`config.mk`:
```
export PLATFORM = sky130hd
export DESIGN_NAME = disp_frame_rx_flat
export DESIGN_NICKNAME = d
export VERILOG_FILES = /design/src/rtl/disp_frame_rx_if.sv /design/src/rtl/disp_frame_rx.sv /design/src/flat_wrapper.sv
export SDC_FILE = /design/constraint.sdc
export NUM_CORES = 1
export LEC_CHECK = 0
export ABC_AREA = 1
export BUFFER_PORTS_ARGS = -buffer_cell sky130_fd_sc_hd__buf_2
export CAP_MARGIN = 20
export CORE_MARGIN = 2
export CORE_UTILIZATION = 39
export CTS_BUF_LIST = sky130_fd_sc_hd__clkbuf_4 sky130_fd_sc_hd__clkbuf_8
export DETAILED_ROUTE_END_ITERATION = 10
export GPL_ROUTABILITY_DRIVEN = 0
export PLACE_DENSITY = 0.54
export SYNTH_ARGS = -nofsm -noshare
export SYNTH_HDL_FRONTEND = slang
export SYNTH_SLANG_ARGS = --single-unit
```
`constraint.sdc`:
```
create_clock -name clk_i -period 4.6 [get_ports clk_i]
set_clock_uncertainty 0.05 [all_clocks]
set_input_delay 0.23 -clock clk_i [delete_from_list [all_inputs] [get_ports clk_i]]
set_output_delay 0.23 -clock clk_i [all_outputs]
set_load 0.01 [all_outputs]
```
`src/rtl/disp_frame_rx_if.sv`:
```
// Display link bundle: the three-wire frame stream from the calculator core
// plus the 7-segment drive and frame status outputs of the receiver.
// master = frame source / display consumer, slave = disp_frame_rx.
interface disp_frame_rx_if;
    logic       ser_clk;
    logic       ser_data;
    logic       ser_en;
    logic [6:0] seg;
    logic       dp;
    logic [3:0] an;
    logic       frame_ok;
    logic       frame_err;

    modport master (
        output ser_clk, ser_data, ser_en,
        input  seg, dp, an, frame_ok, frame_err
    );

    modport slave (
        input  ser_clk, ser_data, ser_en,
        output seg, dp, an, frame_ok, frame_err
    );
endinterface

```
`src/rtl/disp_frame_rx.sv`:
```
// disp_frame_rx: receives 40-bit display frames over an asynchronous
// three-wire link, validates length, sync byte and checksum, latches accepted
// frames and scans them onto a 4-digit multiplexed 7-segment display.
// Optional feature macro: DISP_LZ_BLANK_EN (leading-zero blanking of d3..d1).
module disp_frame_rx #(
    parameter int         SCAN_DIV  = 6000,
    parameter logic [7:0] SYNC_BYTE = 8'hA5
) (
    input  logic           clk_i,
    input  logic           rst_ni,
    disp_frame_rx_if.slave link
);

    localparam int         PW        = (SCAN_DIV > 1) ? $clog2(SCAN_DIV) : 1;
    localparam logic [PW-1:0] PRESC_MAX = PW'(SCAN_DIV - 1);
    localparam logic [5:0] CNT_FULL  = 6'd40;
    localparam logic [5:0] CNT_SAT   = 6'd41;

    // Synchronizer stages; [1] is the synchronized value, [2] its history.
    logic [2:0]  sclk_q;
    logic [2:0]  sen_q;
    logic [1:0]  sdat_q;

    logic [39:0] shift_q, shift_d;
    logic [5:0]  cnt_q, cnt_d;

    logic [15:0] bcd_q, bcd_d;
    logic [3:0]  dpm_q, dpm_d;
    logic [3:0]  blm_q, blm_d;
    logic        ok_q, ok_d;
    logic        err_q, err_d;

    logic [PW-1:0] presc_q, presc_d;
    logic [1:0]    idx_q, idx_d;

    logic [6:0]  seg_q, seg_d;
    logic [3:0]  an_q, an_d;
    logic        dp_q, dp_d;

    logic        sclk_rise, en_s, en_rise, en_fall, dat_s;
    logic [7:0]  sum_w;
    logic        frame_good;
    logic [3:0]  digit_w;
    logic [3:0]  lz_w;

    assign sclk_rise = sclk_q[1] & ~sclk_q[2];
    assign en_s      = sen_q[1];
    assign en_rise   = sen_q[1] & ~sen_q[2];
    assign en_fall   = ~sen_q[1] & sen_q[2];
    assign dat_s     = sdat_q[1];

    assign sum_w      = shift_q[31:24] + shift_q[23:16] + shift_q[15:8];
    assign frame_good = (cnt_q == CNT_FULL) && (shift_q[39:32] == SYNC_BYTE)
                        && (sum_w == shift_q[7:0]);

    function automatic logic [6:0] seg_decode(input logic [3:0] v);
        logic [6:0] s;
        case (v)
            4'd0:    s = 7'b0111111;
            4'd1:    s = 7'b0000110;
            4'd2:    s = 7'b1011011;
            4'd3:    s = 7'b1001111;
            4'd4:    s = 7'b1100110;
            4'd5:    s = 7'b1101101;
            4'd6:    s = 7'b1111101;
            4'd7:    s = 7'b0000111;
            4'd8:    s = 7'b1111111;
            4'd9:    s = 7'b1101111;
            default: s = 7'b0000000;
        endcase
        return s;
    endfunction

    // Bring the link wires into the clk domain, keeping one extra stage for edges
    always_ff @(posedge clk_i or negedge rst_ni) begin
        if (!rst_ni) begin
            sclk_q <= '0;
            sen_q  <= '0;
            sdat_q <= '0;
        end else begin
            sclk_q <= {sclk_q[1:0], link.ser_clk};
            sen_q  <= {sen_q[1:0], link.ser_en};
            sdat_q <= {sdat_q[0], link.ser_data};
        end
    end

    // Frame start clears the capture state; each enabled ser_clk rise shifts one bit in
    always_comb begin
        shift_d = shift_q;
        cnt_d   = cnt_q;
        if (en_rise) begin
            shift_d = '0;
            cnt_d   = '0;
        end
        if (sclk_rise && en_s) begin
            shift_d = {shift_d[38:0], dat_s};
            if (cnt_d != CNT_SAT) begin
                cnt_d = cnt_d + 6'd1;
            end
        end
    end

    // Frame end: accept into the display registers or flag the frame as bad
    always_comb begin
        bcd_d = bcd_q;
        dpm_d = dpm_q;
        blm_d = blm_q;
        ok_d  = 1'b0;
        err_d = 1'b0;
        if (en_fall) begin
            if (frame_good) begin
                bcd_d = shift_q[31:16];
                dpm_d = shift_q[15:12];
                blm_d = shift_q[11:8];
                ok_d  = 1'b1;
            end else begin
                err_d = 1'b1;
            end
        end
    end

    // Digit slot timing: advance the scanned digit every SCAN_DIV cycles
    always_comb begin
        presc_d = presc_q + PW'(1);
        idx_d   = idx_q;
        if (presc_q == PRESC_MAX) begin
            presc_d = '0;
            idx_d   = idx_q + 2'd1;
        end
    end

`ifdef DISP_LZ_BLANK_EN
    // A digit is a leading zero when it and every more significant digit are zero
    always_comb begin
        lz_w    = 4'b0000;
        lz_w[3] = (bcd_q[15:12] == 4'd0);
        lz_w[2] = lz_w[3] && (bcd_q[11:8] == 4'd0);
        lz_w[1] = lz_w[2] && (bcd_q[7:4] == 4'd0);
    end
`else
    assign lz_w = 4'b0000;
`endif

    // Drive values for the current digit slot; registered below so they move together
    always_comb begin
        digit_w = bcd_q[{idx_q, 2'b00} +: 4];
        an_d    = ~(4'b0001 << idx_q);
        dp_d    = dpm_q[idx_q];
        if (blm_q[idx_q] || lz_w[idx_q] || (digit_w > 4'd9)) begin
            seg_d = 7'b0000000;
        end else begin
            seg_d = seg_decode(digit_w);
        end
    end

    // State and output registers
    always_ff @(posedge clk_i or negedge rst_ni) begin
        if (!rst_ni) begin
            shift_q <= '0;
            cnt_q   <= '0;
            bcd_q   <= '0;
            dpm_q   <= '0;
            blm_q   <= '0;
            ok_q    <= 1'b0;
            err_q   <= 1'b0;
            presc_q <= '0;
            idx_q   <= '0;
            seg_q   <= 7'b0111111;
            an_q    <= 4'b1110;
            dp_q    <= 1'b0;
        end else begin
            shift_q <= shift_d;
            cnt_q   <= cnt_d;
            bcd_q   <= bcd_d;
            dpm_q   <= dpm_d;
            blm_q   <= blm_d;
            ok_q    <= ok_d;
            err_q   <= err_d;
            presc_q <= presc_d;
            idx_q   <= idx_d;
            seg_q   <= seg_d;
            an_q    <= an_d;
            dp_q    <= dp_d;
        end
    end

    assign link.seg       = seg_q;
    assign link.an        = an_q;
    assign link.dp        = dp_q;
    assign link.frame_ok  = ok_q;
    assign link.frame_err = err_q;

endmodule

```
`src/flat_wrapper.sv`:
```
// flat-port wrapper written by rule: the top's interface ports become plain ports
module disp_frame_rx_flat 
#(
    parameter int         SCAN_DIV  = 6000,
    parameter logic [7:0] SYNC_BYTE = 8'hA5
)
  (clk_i, rst_ni, link_ser_clk, link_ser_data, link_ser_en, link_seg, link_dp, link_an, link_frame_ok, link_frame_err);
  disp_frame_rx_if link_i ();
  input  logic clk_i;
  input  logic rst_ni;
  input wire logic [$bits(link_i.ser_clk)-1:0] link_ser_clk;
  input wire logic [$bits(link_i.ser_data)-1:0] link_ser_data;
  input wire logic [$bits(link_i.ser_en)-1:0] link_ser_en;
  output wire logic [$bits(link_i.seg)-1:0] link_seg;
  output wire logic [$bits(link_i.dp)-1:0] link_dp;
  output wire logic [$bits(link_i.an)-1:0] link_an;
  output wire logic [$bits(link_i.frame_ok)-1:0] link_frame_ok;
  output wire logic [$bits(link_i.frame_err)-1:0] link_frame_err;
  assign link_i.ser_clk = link_ser_clk;
  assign link_i.ser_data = link_ser_data;
  assign link_i.ser_en = link_ser_en;
  assign link_seg = link_i.seg;
  assign link_dp = link_i.dp;
  assign link_an = link_i.an;
  assign link_frame_ok = link_i.frame_ok;
  assign link_frame_err = link_i.frame_err;
  disp_frame_rx #(.SCAN_DIV(SCAN_DIV), .SYNC_BYTE(SYNC_BYTE)) u_core (.clk_i(clk_i), .rst_ni(rst_ni), .link(link_i));
endmodule
```
## Word-level counts from Yosys, hierarchy flattened

Memories as Yosys holds them, arrays and structs flattened.
Index checks and enable logic that the tools add are counted.

| cells by class | value |
|---|---|
| eq/ne operators | 5 |
| mux-type cells | 17 |
| reduce and logical (&&, ||, !) cells | 7 |
| magnitude comparators | 2 |
| add/subtract/negate cells | 5 |
| bitwise gates (word level) | 7 |
| shift operators | 2 |

Operators with widths:

| operator | number |
|---|---|
| two-way mux 40 bit | 2 |
| two-way mux 6 bit | 3 |
| adder 8 bit | 2 |
| indexed part select 16 x 5 -> 4 bit | 1 |
| adder 13 x 1 -> 13 bit, second input constant | 1 |
| equality test 13 bit, second input constant | 1 |
| two-way mux 13 bit | 1 |
| equality test 8 bit | 1 |
| equality test 8 bit, second input constant | 1 |
| two-way mux 1 bit | 7 |
| two-way mux 7 bit | 1 |
| adder 6 x 1 -> 6 bit, second input constant | 1 |
| binary-select mux 1 bit (select 2 bit) | 3 |
| equality test 6 bit, second input constant | 1 |
| != test 6 bit, second input constant | 1 |
| greater-than comparator 4 bit, second input constant | 1 |
| NOT 4 bit | 1 |
| << shifter 1 x 2 -> 4 bit, first input constant | 1 |
| AND 1 bit | 3 |
| logical AND 1 bit | 3 |
| < comparator 2 x 3 -> 1 bit, second input constant | 1 |
| NOT 1 bit | 3 |
| adder 2 x 1 -> 2 bit, second input constant | 1 |
| logical OR 1 bit | 2 |
| other kinds (2) | 2 |

| word-level totals | value |
|---|---|
| memory bits (read-only) | 112 |
| bits in registers | 107 |
| memories | 1 |
| output and inout port bits | 14 |

Memories:

| memory | depth | width | read ports | clocked after memory_dff | write ports | RTL line | RTL |
|---|---|---|---|---|---|---|---|
| (no name shown) | 16 | 7 | 1 | 0 | 0 | disp_frame_rx.sv:58 | `case (v)` |

## Longest topological paths before layout

Gate-level depths: netlist of the first run.

| logic depth | value |
|---|---|
| word-level depth | 6 |
| depth in mapped cells | 16 |
| gate-level depth less buffers | 15 |

## Least setup slack after synthesis of the first run

Ideal clock, no wire load.

| path | value |
|---|---|
| path type | reg2reg |
| start | reg u_core.shift_q[9] |
| end | reg u_core.blm_q[1] |
| path buffers | 1 |
| clock period less this slack | 2.625 ns |
| arrival time | 2.510 ns |
| cell stages (with the launch flop) | 15 |
| required time | 4.485 ns |
| slack | 1.975 ns |
| cell sequence | dfrtp_1 -> fa_1 -> ha_1 -> fa_1 -> inv_1 -> nand2_1 -> nand2_1 -> xor2_1 -> nand3_1 -> inv_1 -> nand2_2 -> nor2_4 -> buf_6 -> nand3_1 -> nand2_1 |

| between the ends | value |
|---|---|
| longest elaborated chain between the ends | 4 |

Ends and longest elaborated chain:

| element | RTL line | RTL |
|---|---|---|
| start: declaration | disp_frame_rx.sv:24 | `logic [39:0] shift_q, shift_d;` |
| start signal: assignment | disp_frame_rx.sv:172 | `shift_q <= shift_d;` |
| adder 8 bit | disp_frame_rx.sv:52 | `assign sum_w = shift_q[31:24] + shift_q[23:16] + shift_q[15:8];` |
| equality test 8 bit | disp_frame_rx.sv:54 | `&& (sum_w == shift_q[7:0]);` |
| logical AND 1 bit | disp_frame_rx.sv:54 |  |
| AND reduction 2 bit (no line) | - |  |
| end signal: assignment | disp_frame_rx.sv:176 | `blm_q <= blm_d;` |
| end: declaration | disp_frame_rx.sv:29 | `logic [3:0] blm_q, blm_d;` |

Parallel ways exist; a longest one is shown, timed or not.
A chain may end at the register's enable or synchronous reset.

## Worst setup path after layout of the first run

| path | value |
|---|---|
| start | reg u_core.shift_q[9] |
| end | reg u_core.blm_q[2] |

| between the ends | value |
|---|---|
| longest elaborated chain between the ends | 4 |

Ends and longest elaborated chain:

| element | RTL line |
|---|---|
| adder 8 bit | disp_frame_rx.sv:52 |
| equality test 8 bit | disp_frame_rx.sv:54 |
| logical AND 1 bit | disp_frame_rx.sv:54 |
| AND reduction 2 bit (no line) | - |

Every way passes these cells.

==> results by group, run 1 <==
Outcome
  – Status: complete, no violations

Timing
  – Setup TNS: 0 ps
  – Fin crit period: 3090 ps
  – Final slew viol count: 0
  – Hold Vio Cnt, Final: 0
  – Worst hold slack: 307 ps
  – Final Cycle Share: 67.2%
  – Final count of negative-setup-slack endpoints: 0
  – RSZ-0062 raised after global routing: no
  – Slew headroom: 48.7%
  – Worst-margin pin slew: 764 ps
  – Fmax: 324 MHz

GRT
  – Largest net degree at the start of global routing: 50
  – First-pass GRT wire length: 19500 um
  – Initial antenna violation count: 0
  – Vias in the first global route: 4053
  – GR Overflow Total: 0
  – Total global-route track usage: 17.0%

Layout
  – Fill cell count: 1363
  – Ant diodes: 0
  – Final net count: 704
  – Reg area: 0.00269 sq mm
  – Multi-input logic area: 0.00232 sq mm
  – Syn-to-layout area delta: 9.29%
  – Final Non-Filler Cells: 857
  – Share of cells above drive strength 1: 10.3%
  – Most common cell after layout, fill and taps aside: nand2_1
  – Commonest non-fill, non-tap cells in the layout: 208 x nand2_1, 98 x dfrtp_1, 71 x inv_1

Clock network
  – Resized Gates After CTS: 0
  – Hold buffers post-CTS: 4
  – Sink Count: 107
  – CTS tree: yes
  – Clock Tree Buf Depth: 2
  – CTS clk-pin slew, worst paths: 100 ps
  – Clock root buffer: clkbuf_8
  – CTS H-tree depth: 3
  – Clk_lat worst skew: 390 ps
  – Num CTS Buffers: 9
  – Post-CTS Setup Inserts: 0

Worst setup path
  – Critical Path RT: 4870 ps
  – CP Class: register to register
  – CP Launch Type: register
  – Worst EP arrival: 3360 ps
  – Crit end category: register
  – Crit-path max FO: 25

Route
  – Routed WL per cell: 13.1 um
  – Detailed Route Iter0 Violations: 273
  – Vias: 4112
  – Drt pass-1 iters: 4
  – Via density: 4.80
  – Final wirelength: 11200 um
  – DRC viols: 0
  – Antenna viol nets, final: 0

Power
  – Clock network power share: 38.7%
  – Sw Share: 22.8%
  – Leakage power figure: 0.00306 uW
  – P_sw: 377 uW
  – Worst vdd ir: 175 uV
  – PD cells: 279 mW/mm^2
  – Reg power frac: 57.6%
  – Comb power frac: 3.8%
  – Pint: 1280 uW

Die
  – Row cnt: 43
  – Initial Utilization: 39.5%
  – Die height: 122 um
  – Die area: 0.0148 sq mm
  – I/O Pins: 19
  – Core area: 0.0137 sq mm
  – Die width: 122 um

Place
  – Post-DP HPWL: 7900 um
  – PortBufs: 18
  – Placed insts: 837

Yosys
  – Synth cell types: 35
  – Post-synthesis adder-cell area fraction: 7.35%
  – Post-Synth Simple-Gate Area: 26.8%
  – Synthesized area per cell: 8.27 sq um
  – Most used DFF post-synth: dfrtp_1
  – Synth Warn #: 0
  – Sequential fraction of the synthesis area: 49.6%
  – Post-synth net total: 687
  – Synth Area in Compound Gates: 6.47%
  – EDFF count, synth: 0
  – Multiplexer share of the synthesized area: 0%
  – Largest family of logic cells by synthesized area: simple AND/OR/NAND/NOR gates
  – Post-Syn Instances: 655
  – Ys async rst share: 100%
  – Post-Synth XOR/XNOR Area: 2.10%
  – Mapped Area: 0.00542 sq mm
  – Count of state elements after synthesis: 107

Flow run
  – Max-cap violations: 0

Worst hold path
  – Worst Hold Class: register to register
cells in the mapped netlist (all sizes together) (2+ instances only):
cell | count | area [sq um]
a21oi | 14 | 73.8
buf | 9 | 70.1
clkbuf | 12 | 45.0
clkinv | 2 | 7.51
dfrtp | 98 | 2450
dfstp | 9 | 236
fa | 8 | 160
ha | 19 | 238
inv | 77 | 289
nand2 | 213 | 812
nand3 | 57 | 290
nand4 | 8 | 65.1
nor2 | 55 | 221
nor3 | 4 | 20.0
nor3b | 2 | 20.0
nor4 | 2 | 18.8
o21ai | 48 | 240
xnor2 | 6 | 52.6
xor2 | 7 | 61.3
metal layers:
layer | GRT usage (%) | share of wire, % | routed length (um)
met1 | 21.9 | 47 | 5250
met2 | 28.0 | 48 | 5370
met3 | 3.79 | 3.2 | 357
met4 | 6.18 | 1.8 | 206
met5 | 0 | 0 | 0
layout make-up:
class	count	share of cell area, %
clock inverters	6	1.50
repair buffers	27	2.87
multi-input cells	448	39.2
well taps	180	3.80
flip-flops and latches	107	45.4
clock buffers	10	2.22
inverters	79	5.01
critical path, cell delays in order (launching register included):
cell	delay, ps
dfrtp_1	430
fa_1	500
ha_1	250
fa_1	420
inv_1	100
nand2_1	50
nand2_1	60
xor2_1	150
nand3_1	130
inv_1	90
nand2_2	60
nor2_4	470
nand3_1	150
nand2_1	100
power groups by stage:
stage,registers (uW),logic (uW),clock network (uW)
2_1_floorplan,970,30.4,0
3_3_place_gp,970,62.4,0
3_5_place_dp,971,62.2,0
4_1_cts,953,65.1,662
5_1_grt,954,72.8,708
6_report,953,62.4,639
through the flow:
step	power, uW	utilization [%]	cell area (sq um)	setup slack [ps]
after global placement	1030	41.2	5660	1570
after CTS	1680	43.1	5920	1470
after global routing	1730	43.1	5920	1250
after floorplan	1000	-	5420	1980
final	1650	43.1	5920	1510
after detailed placement	1030	41.2	5660	1500
path summary, 6_finish.rpt:
kind / from / endpoint / slack, ps / depth (start not counted)
max: u_core.shift_q[9] / u_core.blm_q[2] / 1510 / 13
min: u_core.sclk_q[0] / u_core.sclk_q[1] / 310 / 0
max reg2reg: u_core.shift_q[9] / u_core.blm_q[2] / 1510 / 13
min reg2reg: u_core.sclk_q[0] / u_core.sclk_q[1] / 310 / 0
max in group asynchronous: rst_ni / u_core.shift_q[10] / 3280 / 3
min in group asynchronous: rst_ni / u_core.dpm_q[3] / 360 / 2
registers in the layout, summed over array words and instances (netlist names), 2 cells and up:
signal / flops
u_core.shift_q: 40
u_core.bcd_q: 16
u_core.presc_q: 13
u_core.link.seg: 7
u_core.cnt_q: 6
u_core.blm_q: 4
u_core.dpm_q: 4
u_core.link.an: 4
u_core.sclk_q: 3
u_core.sen_q: 3
u_core.idx_q: 2
u_core.sdat_q: 2
cells by family after synthesis:
| group | after synthesis |
|---|---|
| AOI/OAI and AO/OA | 66 |
| xor gates and xnor gates | 13 |
| adders and majority gates | 27 |
| and+or+nand+nor | 342 |
| buffers and inverters | 100 |
| DFF | 107 |
No activity file was read; power rests on OpenSTA's default activity.
==> inputs of run 2 (changes only) <==
PLACE_DENSITY = 0.56   (was 0.54)
clock period = 2.74 ns   (was 4.6 ns; I/O delays follow)
==> results by group, run 2 (synthesis gave the netlist of run 1 again) <==
Outcome
  – Status: finished with violations (was complete, no violations)
  – Failing checks: negative setup slack

Layout
  – Fill cell count: 1364 (was 1363)
  – Commonest non-fill, non-tap cells in the layout: 206 x nand2_1, 98 x dfrtp_1, 71 x inv_1 (was 208 x nand2_1, 98 x dfrtp_1, 71 x inv_1)
  – Share of cells above drive strength 1: 12.5% (was 10.3%)
  – Most common cell after layout, fill and taps aside: nand2_1 (unchanged)
  – Final Non-Filler Cells: 867 (was 857)
  – Reg area: 0.00269 sq mm (unchanged)
  – Reg with most FFs: u_core.shift_q (unchanged)
  – Final net count: 714 (was 704)
  – Syn-to-layout area delta: 11.5% (was 9.29%)
  – Multi-input logic area: 0.00234 sq mm (was 0.00232 sq mm)
  – Ant diodes: 0 (unchanged)
  – Largest register FFs: 40 (unchanged)
  – Largest registers: u_core.shift_q: 40 flops, u_core.bcd_q: 16 flops, u_core.presc_q: 13 flops (unchanged)

Clock network
  – CTS H-tree depth: 3 (unchanged)
  – Sink Count: 107 (unchanged)
  – Clock Tree Buf Depth: 2 (unchanged)
  – Clock root buffer: clkbuf_8 (unchanged)
  – Clk_lat worst skew: 380 ps (was 390 ps)
  – Num CTS Buffers: 9 (unchanged)
  – CTS tree: yes (unchanged)
  – CTS clk-pin slew, worst paths: 110 ps (was 100 ps)

Die
  – Row cnt: 43 (unchanged)
  – Die height: 122 um (unchanged)
  – Die width: 122 um (unchanged)
  – Core area: 0.0137 sq mm (unchanged)
  – Die area: 0.0148 sq mm (unchanged)
  – I/O Pins: 19 (unchanged)
  – Initial Utilization: 39.5% (unchanged)

Route
  – Antenna viol nets, final: 0 (unchanged)
  – Routed WL per cell: 13.0 um (was 13.1 um)
  – Via density: 4.78 (was 4.80)
  – DRC viols: 0 (unchanged)
  – Final wirelength: 11300 um (was 11200 um)
  – Drt pass-1 iters: 5 (was 4)
  – Detailed Route Iter0 Violations: 260 (was 273)
  – Vias: 4148 (was 4112)

Timing
  – Fmax: 350 MHz (was 324 MHz)
  – Fin crit period: 2860 ps (was 3090 ps)
  – Setup TNS: -2450 ps (was 0 ps)
  – Final slew viol count: 0 (unchanged)
  – Final count of negative-setup-slack endpoints: 24 (was 0)
  – Final Cycle Share: 104% (was 67.2%)
  – Hold Vio Cnt, Final: 0 (unchanged)
  – RSZ-0062 raised after global routing: yes (was no)
  – Worst-margin pin slew: 767 ps (was 764 ps)
  – Worst Slack Setup Final: -118 ps (was 1510 ps)
  – Slew headroom: 48.4% (was 48.7%)

GRT
  – First-pass GRT wire length: 19300 um (was 19500 um)
  – Initial antenna violation count: 0 (unchanged)
  – GR Overflow Total: 0 (unchanged)
  – GR Util met3: 2.39% (was 3.79%)
  – Total global-route track usage: 16.6% (was 17.0%)
  – Largest net degree at the start of global routing: 64 (was 50)
  – Vias in the first global route: 4039 (was 4053)
  – Met2 global-route usage: 26.6% (was 28.0%)
  – GRT Max-Usage Layer: met2 (unchanged)
  – Met1 Usage GRT: 22.3% (was 21.9%)

Worst setup path
  – Largest stage delay, worst path: 530 ps (was 500 ps)
  – Worst EP arrival: 3080 ps (was 3360 ps)
  – Critical-path cell list: fa_1, ha_2, fa_1, inv_1, nand2_1, o211ai_1, nor2_1, nand3_1, nor2_2, nand4_4, buf_12, nand2_2, nand2_1 (was fa_1, ha_1, fa_1, inv_1, nand2_1, nand2_1, xor2_1, nand3_1, inv_1, nand2_2, nor2_4, nand3_1, nand2_1)
  – Critical Path RT: 2960 ps (was 4870 ps)
  – Worst path slowest cell: fa_1 (unchanged)
  – Crit-path max FO: 25 (unchanged)
  – CP Launch Type: register (unchanged)
  – CP Class: register to register (unchanged)
  – Crit end category: register (unchanged)

Place
  – Post-DP HPWL: 7950 um (was 7900 um)
  – PortBufs: 18 (unchanged)
  – Placed insts: 846 (was 837)

Worst hold path
  – Worst Hold Class: primary input to async pin (was register to register)

Power
  – PD cells: 453 mW/mm^2 (was 279 mW/mm^2)
  – Leakage power figure: 0.00311 uW (was 0.00306 uW)
  – Worst vdd ir: 196 uV (was 175 uV)

Flow run
  – Max-cap violations: 0 (unchanged)
run 2: what timing repair did:
| item | CTS | global route |
|---|---|---|
| hold endpoints to repair | 38 | 0 |
| cloned | 0 | 0 |
| endpoints found under the setup margin | 26 | 26 |
| buffers inserted | 0 | 1 |
| resized for setup | 2 | 4 |
| hold buffers | 4 | 0 |
| pin swaps | 9 | 1 |
run 2: critical path, delay by kind of cell (launching register included):
kind                       cells  cell delay (ps)
adders and majority gates      3             1230
DFF                            1              410
AOI/OAI and AO/OA              1               70
and+or+nand+nor                7              730
buffers and inverters          2              240
run 2: layout make-up:
cell class	instances	share of cell area, %
Multi-Input combinational cell	448	38.7
Clock inverter	6	1.20
Timing Repair Buffer	37	4.68
Sequential cell	107	44.5
Inverter	79	4.91
Clock buffer	10	2.28
Tap cell	180	3.73
run 2: stage by stage:
stage,hold slack (ps),power (uW),instance area [sq um],setup WS [ps],util [%]
after floorplan,-209,1680,5420,115,-
after global placement,121,1730,5760,-130,42.0
after detailed placement,125,1740,5760,-156,42.0
after CTS,239,2780,6020,-136,43.9
after global routing,276,2860,6040,-301,44.0
final,235,2730,6040,-118,44.0
run 2: where the power goes:
| part | switching [uW] | internal [uW] | total [uW] |
|---|---|---|---|
| clock network | 572 | 457 | 1030 |
| logic | 83.4 | 24.5 | 108 |
| registers | 5.66 | 1590 | 1600 |
| total | 661 | 2070 | 2730 |
run 2: per-layer routing:
| layer | up-vias | part of all wire, % |
|---|---|---|
| li1 | 2108 | - |
| met1 | 1961 | 48 |
| met2 | 63 | 47 |
| met4 | 0 | 2.2 |
| met5 | - | 0 |
| met3 | 16 | 2.4 |
run 2: worst paths after layout:
kind / depth (start not counted) / end / slack, ps / startpoint
max in group asynchronous: 3 / u_core.shift_q[33] / 1660 / rst_ni
min in group clk_i: 0 / u_core.sen_q[1] / 310 / u_core.sen_q[0]
worst min register to register: 0 / u_core.sen_q[1] / 310 / u_core.sen_q[0]
worst max register to register: 13 / u_core.bcd_q[15] / -120 / u_core.shift_q[9]
worst max-delay path: 13 / u_core.bcd_q[15] / -120 / u_core.shift_q[9]
worst min-delay path: 2 / u_core.blm_q[1] / 240 / rst_ni
==> inputs of run 3 (changes only) <==
ABC_AREA = default   (was 1)
==> results by group, run 3 <==
Yosys
  – Yosys top cell area share: 48.3% (was 45.3%)
  – Sequential fraction of the synthesis area: 53.0% (was 49.6%)
  – Top cells by count, synth: 98 x dfrtp_1, 91 x nand2_1, 49 x a21oi_1 (was 208 x nand2_1, 98 x dfrtp_1, 71 x inv_1)
  – Most used DFF post-synth: dfrtp_1 (unchanged)
  – Top-count cell post-synth: dfrtp_1 (was nand2_1)
  – Count of state elements after synthesis: 107 (unchanged)
  – Synthesized area per cell: 11.0 sq um (was 8.27 sq um)
  – Post-synth net total: 492 (was 687)
  – Synth Warn #: 0 (unchanged)
  – Mapped Area: 0.00507 sq mm (was 0.00542 sq mm)
  – Post-Syn Instances: 460 (was 655)
  – Post-synth top area cell: dfrtp_1 (unchanged)
  – Synth cell types: 41 (was 35)
  – Top cells by area, synth: dfrtp_1 48%, nand2_1 6.7%, mux2_4 5.9% (was dfrtp_1 45%, nand2_1 14%, nand3_1 5.2%)
  – Ys async rst share: 100% (unchanged)
  – EDFF count, synth: 0 (unchanged)

Timing
  – Setup TNS: -14630 ps (was -2450 ps)
  – Final count of negative-setup-slack endpoints: 25 (was 24)
  – Hold Vio Cnt, Final: 0 (unchanged)
  – Fin crit period: 3360 ps (was 2860 ps)
  – Worst Slack Setup Final: -619 ps (was -118 ps)
  – Worst-margin pin slew: 533 ps (was 767 ps)
  – Fmax: 298 MHz (was 350 MHz)
  – RSZ-0062 raised after global routing: yes (unchanged)
  – Final slew viol count: 0 (unchanged)
  – Final Cycle Share: 123% (was 104%)
  – Slew headroom: 64.4% (was 48.4%)

Flow run
  – Max-cap violations: 0 (unchanged)

Layout
  – Share of cells above drive strength 1: 24.1% (was 12.5%)
  – Commonest non-fill, non-tap cells in the layout: 98 x dfrtp_1, 91 x nand2_1, 48 x a21oi_1 (was 206 x nand2_1, 98 x dfrtp_1, 71 x inv_1)
  – Most common cell after layout, fill and taps aside: dfrtp_1 (was nand2_1)
  – Fin area: 0.00586 sq mm (was 0.00604 sq mm)
  – Largest registers: u_core.shift_q: 40 flops, u_core.bcd_q: 16 flops, u_core.presc_q: 13 flops (unchanged)
  – Reg area: 0.00269 sq mm (unchanged)
  – Largest register FFs: 40 (unchanged)
  – Multi-input logic area: 0.00226 sq mm (was 0.00234 sq mm)
  – Syn-to-layout area delta: 15.5% (was 11.5%)
  – Reg with most FFs: u_core.shift_q (unchanged)
  – Fin util: 46.2% (was 44.0%)
  – Ant diodes: 0 (unchanged)
  – Final net count: 546 (was 714)
  – Fill cell count: 1211 (was 1364)

Power
  – Worst vdd ir: 344 uV (was 196 uV)
  – Leakage power figure: 0.00277 uW (was 0.00311 uW)
  – PD cells: 442 mW/mm^2 (was 453 mW/mm^2)

Place
  – PortBufs: 18 (unchanged)
  – Post-DP HPWL: 6930 um (was 7950 um)
  – Dpl cell area: 0.00559 sq mm (was 0.00576 sq mm)
  – Pre-CTS setup slack: -541 ps (was -156 ps)

Clock network
  – Clk_lat worst skew: 390 ps (was 380 ps)
  – Sink Count: 107 (unchanged)
  – Clock root buffer: clkbuf_8 (unchanged)
  – Num CTS Buffers: 9 (unchanged)
  – CTS tree: yes (unchanged)
  – Clock Tree Buf Depth: 2 (unchanged)
  – CTS H-tree depth: 3 (unchanged)
  – CTS clk-pin slew, worst paths: 110 ps (about the same)

GRT
  – Largest net degree at the start of global routing: 45 (was 64)
  – Vias in the first global route: 3423 (was 4039)
  – GR Overflow Total: 0 (unchanged)
  – First-pass GRT wire length: 17000 um (was 19300 um)
  – Initial antenna violation count: 0 (unchanged)
  – Total global-route track usage: 15.3% (was 16.6%)

Route
  – Drt pass-1 iters: 4 (was 5)
  – Via density: 4.88 (was 4.78)
  – Antenna viol nets, final: 0 (unchanged)
  – DRC viols: 0 (unchanged)
  – Detailed Route Iter0 Violations: 130 (was 260)
  – Vias: 3370 (was 4148)
  – Final wirelength: 10000 um (was 11300 um)
  – Routed WL per cell: 14.5 um (was 13.0 um)

Die
  – Row cnt: 41 (was 43)
  – I/O Pins: 19 (unchanged)
  – Die area: 0.0139 sq mm (was 0.0148 sq mm)
  – Die width: 118 um (was 122 um)
  – Die height: 118 um (was 122 um)
  – Core area: 0.0127 sq mm (was 0.0137 sq mm)
  – Initial Utilization: 40.0% (was 39.5%)

Worst setup path
  – CP Launch Type: register (unchanged)
  – Crit end category: register (unchanged)
  – Crit-path max FO: 24 (was 25)
  – Critical Path RT: 2960 ps (about the same)
  – Worst EP arrival: 3580 ps (was 3080 ps)
  – CP Class: register to register (unchanged)

Worst hold path
  – Worst Hold Class: primary input to async pin (unchanged)

Outcome
  – Status: finished with violations (unchanged)
  – Failing checks: negative setup slack (unchanged)
-- run 3: cell count changes in the layout (fill, tap and decap cells not counted), moves of 7 or more --
cell     before  now
nand2_1     206   91
inv_1        71   16
nand3_1      54   11
o21ai_0      46    9
a21oi_1      13   48
buf_4        13   42
mux2_4        0   20
nor2_1       49   32
xnor2_1       6   17
nand2_2       7    0
-- run 3: area by class of cell --
cell class / count / share of cell area, %
Inverter: 16 / 1.02
Clock inverter: 3 / 0.256
Timing Repair Buffer: 64 / 7.86
Multi-Input combinational cell: 316 / 38.6
Sequential cell: 107 / 45.9
Clock buffer: 13 / 2.73
Tap cell: 172 / 3.67
-- run 3: path summary, 6_finish.rpt --
kind / slack (ps) / end / cells past startpoint / startpoint
worst min-delay path: 210 / u_core.shift_q[20] / 2 / rst_ni
max in group asynchronous: 1670 / u_core.shift_q[38] / 3 / rst_ni
worst min register to register: 310 / u_core.sdat_q[1] / 0 / u_core.sdat_q[0]
worst max-delay path: -620 / u_core.bcd_q[6] / 10 / u_core.shift_q[9]
min in group clk_i: 310 / u_core.sdat_q[1] / 0 / u_core.sdat_q[0]
worst max register to register: -620 / u_core.bcd_q[6] / 10 / u_core.shift_q[9]
-- run 3: layer usage --
metal | vias to the layer above | share of wire [%] | track usage, %
li1 | 1637 | - | -
met2 | 47 | 46 | 23.0
met3 | 14 | 2.9 | 3.78
met4 | 0 | 2.1 | 6.10
met1 | 1672 | 49 | 21.2
met5 | - | 0 | 0
-- run 3: repair_timing --
action / CTS / global route
setup buffers: 0 / 2
hold endpoints to repair: 35 / 0
hold buffers: 4 / 0
gates resized for setup: 1 / 7
endpoints found under the setup margin: 24 / 26
pin swaps: 0 / 2
gates cloned: 0 / 0
-- run 3: per-stage QoR --
stage | power [uW] | hold WS [ps] | cells
finish | 2590 | 209 | 691
global route | 2700 | 250 | 691
CTS | 2630 | 224 | 690
detailed placement | 1720 | 110 | 670
global placement | 1720 | 104 | 670
floorplan | 1660 | -209 | 460
-- run 3: critical path: stages, from the launching register on --
cell and delay [ps]:
dfrtp_1 400, fa_1 550, ha_2 190, fa_1 430, xnor2_1 180, nand4_1 170
a21oi_2 190, o2111ai_2 130, or4_4 450, buf_12 190, mux2_4 310
-- run 3: where the power goes --
part           total [uW]  internal, uW  switching [uW]  leakage (uW)
clock network         900           383             517     0.0000974
logic                91.3          22.4            68.9       0.00125
registers            1600          1590            9.19       0.00143
total                2590          2000             595       0.00277
-- run 3: cell families (layout without fill, tap and decap cells) --
logic type	after synthesis	in the layout	share of synthesized area [%]
simple gates	163	163	14.0
flops	107	107	53.0
compound gates	67	67	7.08
buf+inv	37	96	3.53
mux	32	32	9.89
fa+ha+maj	27	27	7.84
xor+xnor	27	27	4.66
